**src/rtl/pulse_stretcher_pkg.sv**
```systemverilog
// Shared definitions for the pulse stretcher block.
// Holds the stretcher state encodings and the slow-clock (~24.4 kHz) timing
// constants that the debouncers also use.
package pulse_stretcher_pkg;

  typedef logic [1:0] state_t;

  // Fixed encodings kept bit-compatible with the original design; 2'b11 is
  // illegal and recovers to ST_IDLE.
  localparam state_t ST_IDLE = 2'b00;
  localparam state_t ST_HOLD = 2'b01;
  localparam state_t ST_GAP  = 2'b10;

  // Slow-clock durations: ~0.25 s and ~0.1 s at 24.4 kHz.
  localparam int unsigned SLOW_CYCLES_250MS = 6100;
  localparam int unsigned SLOW_CYCLES_100MS = 2440;

  function automatic logic is_active(input state_t s);
    return (s == ST_HOLD) || (s == ST_GAP);
  endfunction

endpackage

```
**src/rtl/pulse_stretcher_interval_timer.sv**
```systemverilog
// Interval timer for the pulse stretcher.
// Counts enabled cycles from zero and flags the last cycle of an interval
// whose length is supplied at run time.
// Ports:
//   clk     - clock
//   reset   - synchronous active-high reset, clears the count
//   clear   - synchronous clear, takes priority over enable
//   enable  - advance the count by one this cycle
//   length  - interval length in cycles (>= 1)
//   done    - high on the last cycle of the interval (count == length-1)
module interval_timer #(
  parameter int unsigned CNT_W = 13
) (
  input  logic             clk,
  input  logic             reset,
  input  logic             clear,
  input  logic             enable,
  input  logic [CNT_W-1:0] length,
  output logic             done
);

  logic [CNT_W-1:0] count;

  always_ff @(posedge clk) begin
    if (reset || clear) begin
      count <= '0;
    end else if (enable) begin
      count <= count + 1'b1;
    end
  end

  // Exact equality; the caller clears the counter on done, so it never wraps.
  assign done = enable && (count == (length - 1'b1));

endmodule

```
**src/rtl/pulse_stretcher.sv**
```systemverilog
// Pulse stretcher: turns single-cycle event pulses into human-visible
// high intervals (HOLD_CYCLES long), each followed by a low gap
// (GAP_CYCLES long). Events arriving while busy are queued so that
// N events always yield N blinks.
// Ports:
//   CLK       - slow-domain clock
//   RESET     - synchronous active-high reset
//   Pulse_in  - event request, every high cycle counts as one event
//   Clear_ovf - clears the sticky Overflow flag
//   Stretched - stretched output (high only while holding)
//   Busy      - high whenever not idle
//   Pending   - number of queued events not yet started
//   Overflow  - sticky, set when an event is dropped on a full queue
module pulse_stretcher
  import pulse_stretcher_pkg::*;
#(
  parameter int unsigned HOLD_CYCLES = SLOW_CYCLES_250MS,
  parameter int unsigned GAP_CYCLES  = SLOW_CYCLES_100MS,
  parameter int unsigned MAX_PENDING = 7,
  parameter int unsigned CNT_W       = 13,
  parameter int unsigned PEND_W      = 3
) (
  input  logic              CLK,
  input  logic              RESET,
  input  logic              Pulse_in,
  input  logic              Clear_ovf,
  output logic              Stretched,
  output logic              Busy,
  output logic [PEND_W-1:0] Pending,
  output logic              Overflow
);

  localparam logic [CNT_W-1:0]  HOLD_LEN = CNT_W'(HOLD_CYCLES);
  localparam logic [CNT_W-1:0]  GAP_LEN  = CNT_W'(GAP_CYCLES);
  localparam logic [PEND_W-1:0] PEND_MAX = PEND_W'(MAX_PENDING);

  state_t            state;
  state_t            state_nxt;
  logic [PEND_W-1:0] pend_nxt;
  logic              ovf_set;
  logic              tmr_clear;
  logic              tmr_en;
  logic              tmr_done;
  logic [CNT_W-1:0]  tmr_len;

  interval_timer #(
    .CNT_W (CNT_W)
  ) u_timer (
    .clk    (CLK),
    .reset  (RESET),
    .clear  (tmr_clear),
    .enable (tmr_en),
    .length (tmr_len),
    .done   (tmr_done)
  );

  always_comb begin
    state_nxt = state;
    pend_nxt  = Pending;
    ovf_set   = 1'b0;
    tmr_clear = 1'b0;
    tmr_en    = is_active(state);
    tmr_len   = (state == ST_HOLD) ? HOLD_LEN : GAP_LEN;

    case (state)
      ST_IDLE: begin
        tmr_clear = 1'b1;
        if (Pulse_in) begin
          state_nxt = ST_HOLD;
        end
      end

      ST_HOLD: begin
        if (tmr_done) begin
          state_nxt = ST_GAP;
          tmr_clear = 1'b1;
        end
        if (Pulse_in) begin
          if (Pending == PEND_MAX) begin
            ovf_set = 1'b1;
          end else begin
            pend_nxt = Pending + 1'b1;
          end
        end
      end

      ST_GAP: begin
        if (tmr_done) begin
          tmr_clear = 1'b1;
          if (Pending != '0) begin
            // Dequeue; a same-cycle arrival replaces the dequeued slot.
            state_nxt = ST_HOLD;
            if (!Pulse_in) begin
              pend_nxt = Pending - 1'b1;
            end
          end else if (Pulse_in) begin
            state_nxt = ST_HOLD;
          end else begin
            state_nxt = ST_IDLE;
          end
        end else if (Pulse_in) begin
          if (Pending == PEND_MAX) begin
            ovf_set = 1'b1;
          end else begin
            pend_nxt = Pending + 1'b1;
          end
        end
      end

      default: begin
        state_nxt = ST_IDLE;
        tmr_clear = 1'b1;
        pend_nxt  = '0;
      end
    endcase
  end

  // Outputs are registered from the next state so they line up with it.
  always_ff @(posedge CLK) begin
    if (RESET) begin
      state     <= ST_IDLE;
      Pending   <= '0;
      Overflow  <= 1'b0;
      Stretched <= 1'b0;
      Busy      <= 1'b0;
    end else begin
      state     <= state_nxt;
      Pending   <= pend_nxt;
      Overflow  <= ovf_set | (Overflow & ~Clear_ovf);
      Stretched <= (state_nxt == ST_HOLD);
      Busy      <= (state_nxt != ST_IDLE);
    end
  end

endmodule
```
**config.mk**
```make
export PLATFORM = sky130hd
export DESIGN_NAME = pulse_stretcher
export DESIGN_NICKNAME = d
export VERILOG_FILES = /design/src/rtl/pulse_stretcher_pkg.sv /design/src/rtl/pulse_stretcher_interval_timer.sv /design/src/rtl/pulse_stretcher.sv
export SDC_FILE = /design/constraint.sdc
export NUM_CORES = 1
export LEC_CHECK = 0
export ABC_AREA = 1
export CORE_ASPECT_RATIO = 0.9
export CORE_UTILIZATION = 35
export CTS_CLUSTER_SIZE = 30
export DETAILED_ROUTE_END_ITERATION = 10
export SKIP_CTS_REPAIR_TIMING = 1
export SLEW_MARGIN = 10
export SYNTH_ARGS = -nofsm -noshare
export SYNTH_HDL_FRONTEND = slang
export SYNTH_HIERARCHICAL = 1
export SYNTH_SLANG_ARGS = --single-unit
```
**constraint.sdc**
```tcl
create_clock -name CLK -period 2.7 [get_ports CLK]
set_input_delay 0.405 -clock CLK [delete_from_list [all_inputs] [get_ports CLK]]
set_output_delay 0.405 -clock CLK [all_outputs]
set_load 0.02 [all_outputs]
```
### After elaboration in Yosys (flattened, before gate mapping)

Cells that the tools add are included.

* flip-flop bits (word level): 21
* bits of input ports: 4
* output and inout port bits: 6

* add/subtract/negate cells: 4
* equal/unequal tests: 7
* multiplexer cells: 19
* bitwise operators: 4
* reduce and logical (&&, ||, !) cells: 8

Operators by type and width (count)
* $mux 3: 5
* $add 13x1->13 const B: 1
* $eq 13x13->1: 1
* $mux 13: 1
* $sub 13x1->13 const B: 1
* $pmux 3 s3: 1
* $mux 1: 7
* $mux 2: 3
* $pmux 2 s3: 1
* $eq 2x1->1 const B: 2
* $add 3x1->3 const B: 1
* $eq 3x3->1 const B: 1
* $ne 3x2->1 const B: 1
* $ne 3x3->1 const B: 1
* $reduce_and 3->1: 1
* $reduce_bool 3->1: 1
* $sub 3x1->3 const B: 1
* $eq 2x2->1 const B: 1
* $logic_not 2->1: 1
* $logic_or 1x1->1: 2
* $not 1->1: 2
* $pmux 1 s2: 1
* $reduce_bool 2->1: 1
* $reduce_or 2->1: 1
* other kinds (3): 3

### Longest topological paths before layout

* depth in word-level cells: 8
* gate-level depth with buffers: 20

### Modules after synthesis

The synthesis kept the hierarchy.

By module, submodules not included
* interval_timer: instances 1, cells an instance 190, area each 1142.3 um^2, seq. area each 260.2 um^2
* pulse_stretcher: instances 1, cells an instance 84, area each 564.3 um^2, seq. area each 160.2 um^2

### Worst setup path before layout

Ideal clock, no wire load.

* kind: register -> register
* from: reg state[0]
* to: reg u_timer.count[2]
* arrival: 2714 ps
* slack: -92 ps
* stages on the path, launching flop included: 18
* path buffers: 0
* period minus slack after synthesis: 2792 ps
* path through: dfxtp_1 -> ha_1 -> inv_1 -> nor2_2 -> nand2_1 -> inv_1 -> nand2_1 -> nand2_1 -> nand2_1 -> nor2_1 -> nor2_1 -> nand3_1 -> nor2_1 -> inv_2 -> nand2_1 -> nor2_1 -> inv_1 -> nor3_1

* word-level cells in the longest chain between the ends: 8
* elaborated cells between the ends (all ways): 11
* classes of those cells: add/sub (1); eq/ne (3); mux (3); reduce/logical (4)

Ends and longest elaborated chain
* from (decl): RTL line pulse_stretcher.sv:37 `state_t state;`
* from (signal assigned): RTL line pulse_stretcher.sv:127 `state <= state_nxt;`
* $eq 2x1->1: RTL line pulse_stretcher.sv:63 `tmr_len = (state == ST_HOLD) ? HOLD_LEN : GAP_LEN;`
* $mux 13: RTL line pulse_stretcher.sv:63
* net tmr_len[10]: RTL line pulse_stretcher.sv:44 `logic [CNT_W-1:0] tmr_len;`
* $sub 13x1->13: RTL line pulse_stretcher_interval_timer.sv:33 `assign done = enable && (count == (length - 1'b1));`
* $eq 13x13->1: RTL line pulse_stretcher_interval_timer.sv:33
* $logic_and 1x1->1: RTL line pulse_stretcher_interval_timer.sv:33
* net tmr_done: RTL line pulse_stretcher.sv:43 `logic tmr_done;`
* $mux 1: RTL line pulse_stretcher.sv:74, pulse_stretcher.sv:88
* $mux 1
* net tmr_clear: RTL line pulse_stretcher.sv:41 `logic tmr_clear;`
* $logic_or 1x1->1: RTL line pulse_stretcher_interval_timer.sv:25 `if (reset || clear) begin`
* to (signal assigned): RTL line pulse_stretcher_interval_timer.sv:28 `count <= count + 1'b1;`
* to (decl): RTL line pulse_stretcher_interval_timer.sv:22 `logic [CNT_W-1:0] count;`

The timed path passes the listed nets, and every way through them passes these cells.
A chain may end at the register's enable or synchronous reset.

### Worst setup path after layout

* from: reg state[1]
* to: reg Pending[1]

* word-level cells in the longest chain between the ends: 7
* elaborated cells between the ends (all ways): 14
* classes of those cells: add/sub (1); eq/ne (5); mux (3); bitwise (1); reduce/logical (4)

Ends and longest elaborated chain
* $eq 2x1->1 *: RTL line pulse_stretcher.sv:63
* $mux 13 *: RTL line pulse_stretcher.sv:63
* net tmr_len[10]: RTL line pulse_stretcher.sv:44
* $sub 13x1->13 *: RTL line pulse_stretcher_interval_timer.sv:33
* $eq 13x13->1 *: RTL line pulse_stretcher_interval_timer.sv:33
* $logic_and 1x1->1 *: RTL line pulse_stretcher_interval_timer.sv:33
* net tmr_done: RTL line pulse_stretcher.sv:43
* $ne 3x2->1 (no source line) (tied with other cells)
* $reduce_and 3->1 (no source line) or $pmux 3 s3 (tied branches)
* to (signal assigned): RTL line pulse_stretcher.sv:128 `Pending <= pend_nxt;`
* to (decl): RTL line pulse_stretcher.sv:29 `output logic [PEND_W-1:0] Pending,`

Mark *: on every way through the listed nets, which the timed path passes. The rest lies on a longest branch.

==> impl_metrics.json <==
{
  "antenna_violating_nets_post_route": 0,
  "synthesis.yosys.warnings": 6,
  "setup-tns-final_ps": 0,
  "hold_end": "Overflow",
  "detailed_place.area_mm2": 0.00197,
  "req_time_crit_path_ps": 2910,
  "ys_ff_latch": 21,
  "layout_worst_path_cycle_share_pct": 87.6,
  "first_global_vias": 1309,
  "timing_hold_violations_final": 0,
  "core_mm2": 0.00458,
  "initial_utilization_pct": 37.3,
  "postSynthAreaPerCell_um2": 6.23,
  "die_height_um": 68.2,
  "tritoncts_clock_tree": "done",
  "cts.htree.levels": 1,
  "syn_inst": 274,
  "via_count": 1598,
  "rr_startpoint": "state[1]",
  "detailed_place_hpwl_um": 2850,
  "status": "complete, no violations",
  "place.gp.congestion": 0.839,
  "grt-ovfl-total": 0,
  "chipWidth_um": 75.6,
  "grt_util_all_layers_pct": 15.3,
  "cell_area_after_layout_mm2": 0.00203,
  "most_used_flip_flop_cell_after_synthesis": "sky130_fd_sc_hd__dfxtp_1",
  "nNetsFinal": 319,
  "setup_clock_skew_after_layout_ps": 7.87,
  "drc": 0,
  "numPortBuffers": 9,
  "synthesis.area_mm2": 0.00171,
  "cts.root.buffer_cell": "sky130_fd_sc_hd__clkbuf_8",
  "clk_pin_slew_ps": 80,
  "num_antenna_cells": 0,
  "cts_buffer_depth": 2,
  "postLayoutCoreUtil_pct": 44.4,
  "r2r.worst_path.cells": 17,
  "rsz0062_at_grt": "false",
  "die-area_mm2": 0.00516,
  "setup.worst_path.class": "flop to flop",
  "leakagePower_uw": 0.000961,
  "tritoncts.num_buffers": 3,
  "viasPerCell": 4.35,
  "crit_reg_reg_endpoint": "Pending[1]",
  "clk_latency_ps": 260,
  "layout_min_cycle_time_ps": 2360,
  "areaGrowthSynthToFinish_pct": 18.9,
  "timing.hold.worst.start": "Overflow",
  "pin_count_of_the_biggest_net_entering_global_routing": 14,
  "antenna_found_initial": 0,
  "peak_clock_frequency_supported_by_timing_ghz": 0.423,
  "crit_path_max_fanout": 9,
  "dr.first_iter.drc_count": 78,
  "min-delay-path-class": "flop to flop",
  "synth_async_sr_flop_share_pct": 0,
  "hold_path_depth": 2,
  "power.density_cell_area_mw_per_mm2": 346,
  "synth_sequential_area_ratio_pct": 24.6,
  "post_route_cells_drive_above_1_share_pct": 15.1,
  "timing.critical_path.arrival_ps": 2570,
  "num_io_pins": 10,
  "netlist-cell-type-count": 29,
  "power.ir.vdd_worst_uv": 219,
  "postRouteWirelength_um": 3510,
  "drt_first_pass_iters": 4,
  "endpoint_kind": "flop",
  "synth_enable_flop_cells": 0,
  "clock-sinks": 21,
  "grt_first_pass_wirelength_um": 5930,
  "routed_wire_length_per_instance_um": 9.56,
  "fp-row-count": 23,
  "setup.reg_to_reg.worst_slack_ps": 340,
  "drv.max_cap_violation_count": 0,
  "finalMaxSlewViolations": 0,
  "setup_viol": 0,
  "startpoint_type": "flop"
}
-- power by group --
group	total [uW]	internal, uW	leakage (uW)	switching (uW)
Combinational	166	66.1	0.000769	100
Clock	214	104	0.0000217	109
Sequential	321	316	0.000170	5.60
-- synthesized netlist by cell type (3+ instances only) --
master / n / share of area (%)
sky130_fd_sc_hd__a21oi_1: 15 / 4.4
sky130_fd_sc_hd__dfxtp_1: 21 / 25
sky130_fd_sc_hd__ha_1: 9 / 6.6
sky130_fd_sc_hd__inv_1: 39 / 8.6
sky130_fd_sc_hd__inv_2: 5 / 1.1
sky130_fd_sc_hd__nand2_1: 83 / 18
sky130_fd_sc_hd__nand2_2: 8 / 2.9
sky130_fd_sc_hd__nand3_1: 17 / 5.0
sky130_fd_sc_hd__nand3_2: 4 / 2.3
sky130_fd_sc_hd__nand3b_1: 4 / 1.8
sky130_fd_sc_hd__nor2_1: 24 / 5.3
sky130_fd_sc_hd__nor2_2: 6 / 2.2
sky130_fd_sc_hd__nor3_1: 3 / 0.88
sky130_fd_sc_hd__o21ai_0: 7 / 2.1
sky130_fd_sc_hd__xnor2_1: 4 / 2.1
sky130_fd_sc_hd__xor2_1: 6 / 3.1
-- registers in the layout, indices dropped and copies added (netlist names) --
signal and flops:
state 2, Pending 3, u_timer/count 13, Busy 1, Stretched 1, Overflow 1
-- worst max-delay path, stage by stage (launching register included) --
cell                      delay [ps]
sky130_fd_sc_hd__dfxtp_1         390
sky130_fd_sc_hd__inv_1           110
sky130_fd_sc_hd__ha_4            210
sky130_fd_sc_hd__inv_2           100
sky130_fd_sc_hd__nand2_1          70
sky130_fd_sc_hd__nor2_2          140
sky130_fd_sc_hd__nand2_1          70
sky130_fd_sc_hd__a21oi_1         160
sky130_fd_sc_hd__nand2_1          70
sky130_fd_sc_hd__nor2_1           80
sky130_fd_sc_hd__nand3_1          70
sky130_fd_sc_hd__nor2_1          160
sky130_fd_sc_hd__buf_4           160
sky130_fd_sc_hd__nand2_2          70
sky130_fd_sc_hd__or2_0           200
sky130_fd_sc_hd__nand2_1          70
sky130_fd_sc_hd__nand2_1          60
sky130_fd_sc_hd__a21oi_2         100
-- cell families (layout without fill, tap and decap cells) --
group	count (synthesis)	count (layout)	share of synthesized area, %
compound gates	31	31	10.6
xor+xnor	10	10	5.13
fa+ha+maj	9	9	6.60
buf+inv	44	63	9.68
flops	21	21	24.6
other cells	2	14	0.440
simple gates	157	157	43.0
-- worst max path at each step --
stage / start / endpoint / slack (ps)
2_1_floorplan: state[0] / u_timer/count[2] / 150
3_3_place_gp: state[0] / Busy / 280
3_5_place_dp: state[1] / Pending[1] / 270
4_1_cts: state[1] / Pending[1] / 240
5_1_grt: state[1] / Pending[0] / 10
6_report: state[1] / Pending[1] / 340
-- per-layer routing --
metal,track usage [%],wire length (um),vias to the layer above
met5,0,0,-
li1,-,-,906
met4,2.08,14,0
met3,3.53,99,2
met1,23.9,2050,671
met2,21.1,1350,19
-- final cells by class --
cell class                 instances  area [um2]
clock inverter                     1        7.51
sequential                        21         422
multi-input combinational        221        1180
tap                               62        77.6
inverter                          44         165
timing repair buffer              15         135
fill                             480        2550
clock buffer                       3        41.3
-- stage by stage --
step                      hold slack [ps]  setup WS [ps]  instances  power (uW)
after floorplan                       456            146        286         444
after global placement                457            276        363         491
after detailed placement              465            273        363         490
after CTS                             478            243        367         710
after global routing                  510           13.0        367         748
final                                 474            336        367         701
-- cell usage in the layout, fill, tap and decap left out, drive strengths merged, types with 3 or more instances in the layout --
cell	count
ha	9
buf	6
nand2	91
a21oi	17
nor2	33
xor2	6
dfxtp	21
nand3b	4
clkbuf	3
conb	14
or2	3
o21ai	10
clkdlybuf4s50	9
inv	44
nor3	3
nand3	21
xnor2	4
(Power assumes the default switching activity.)
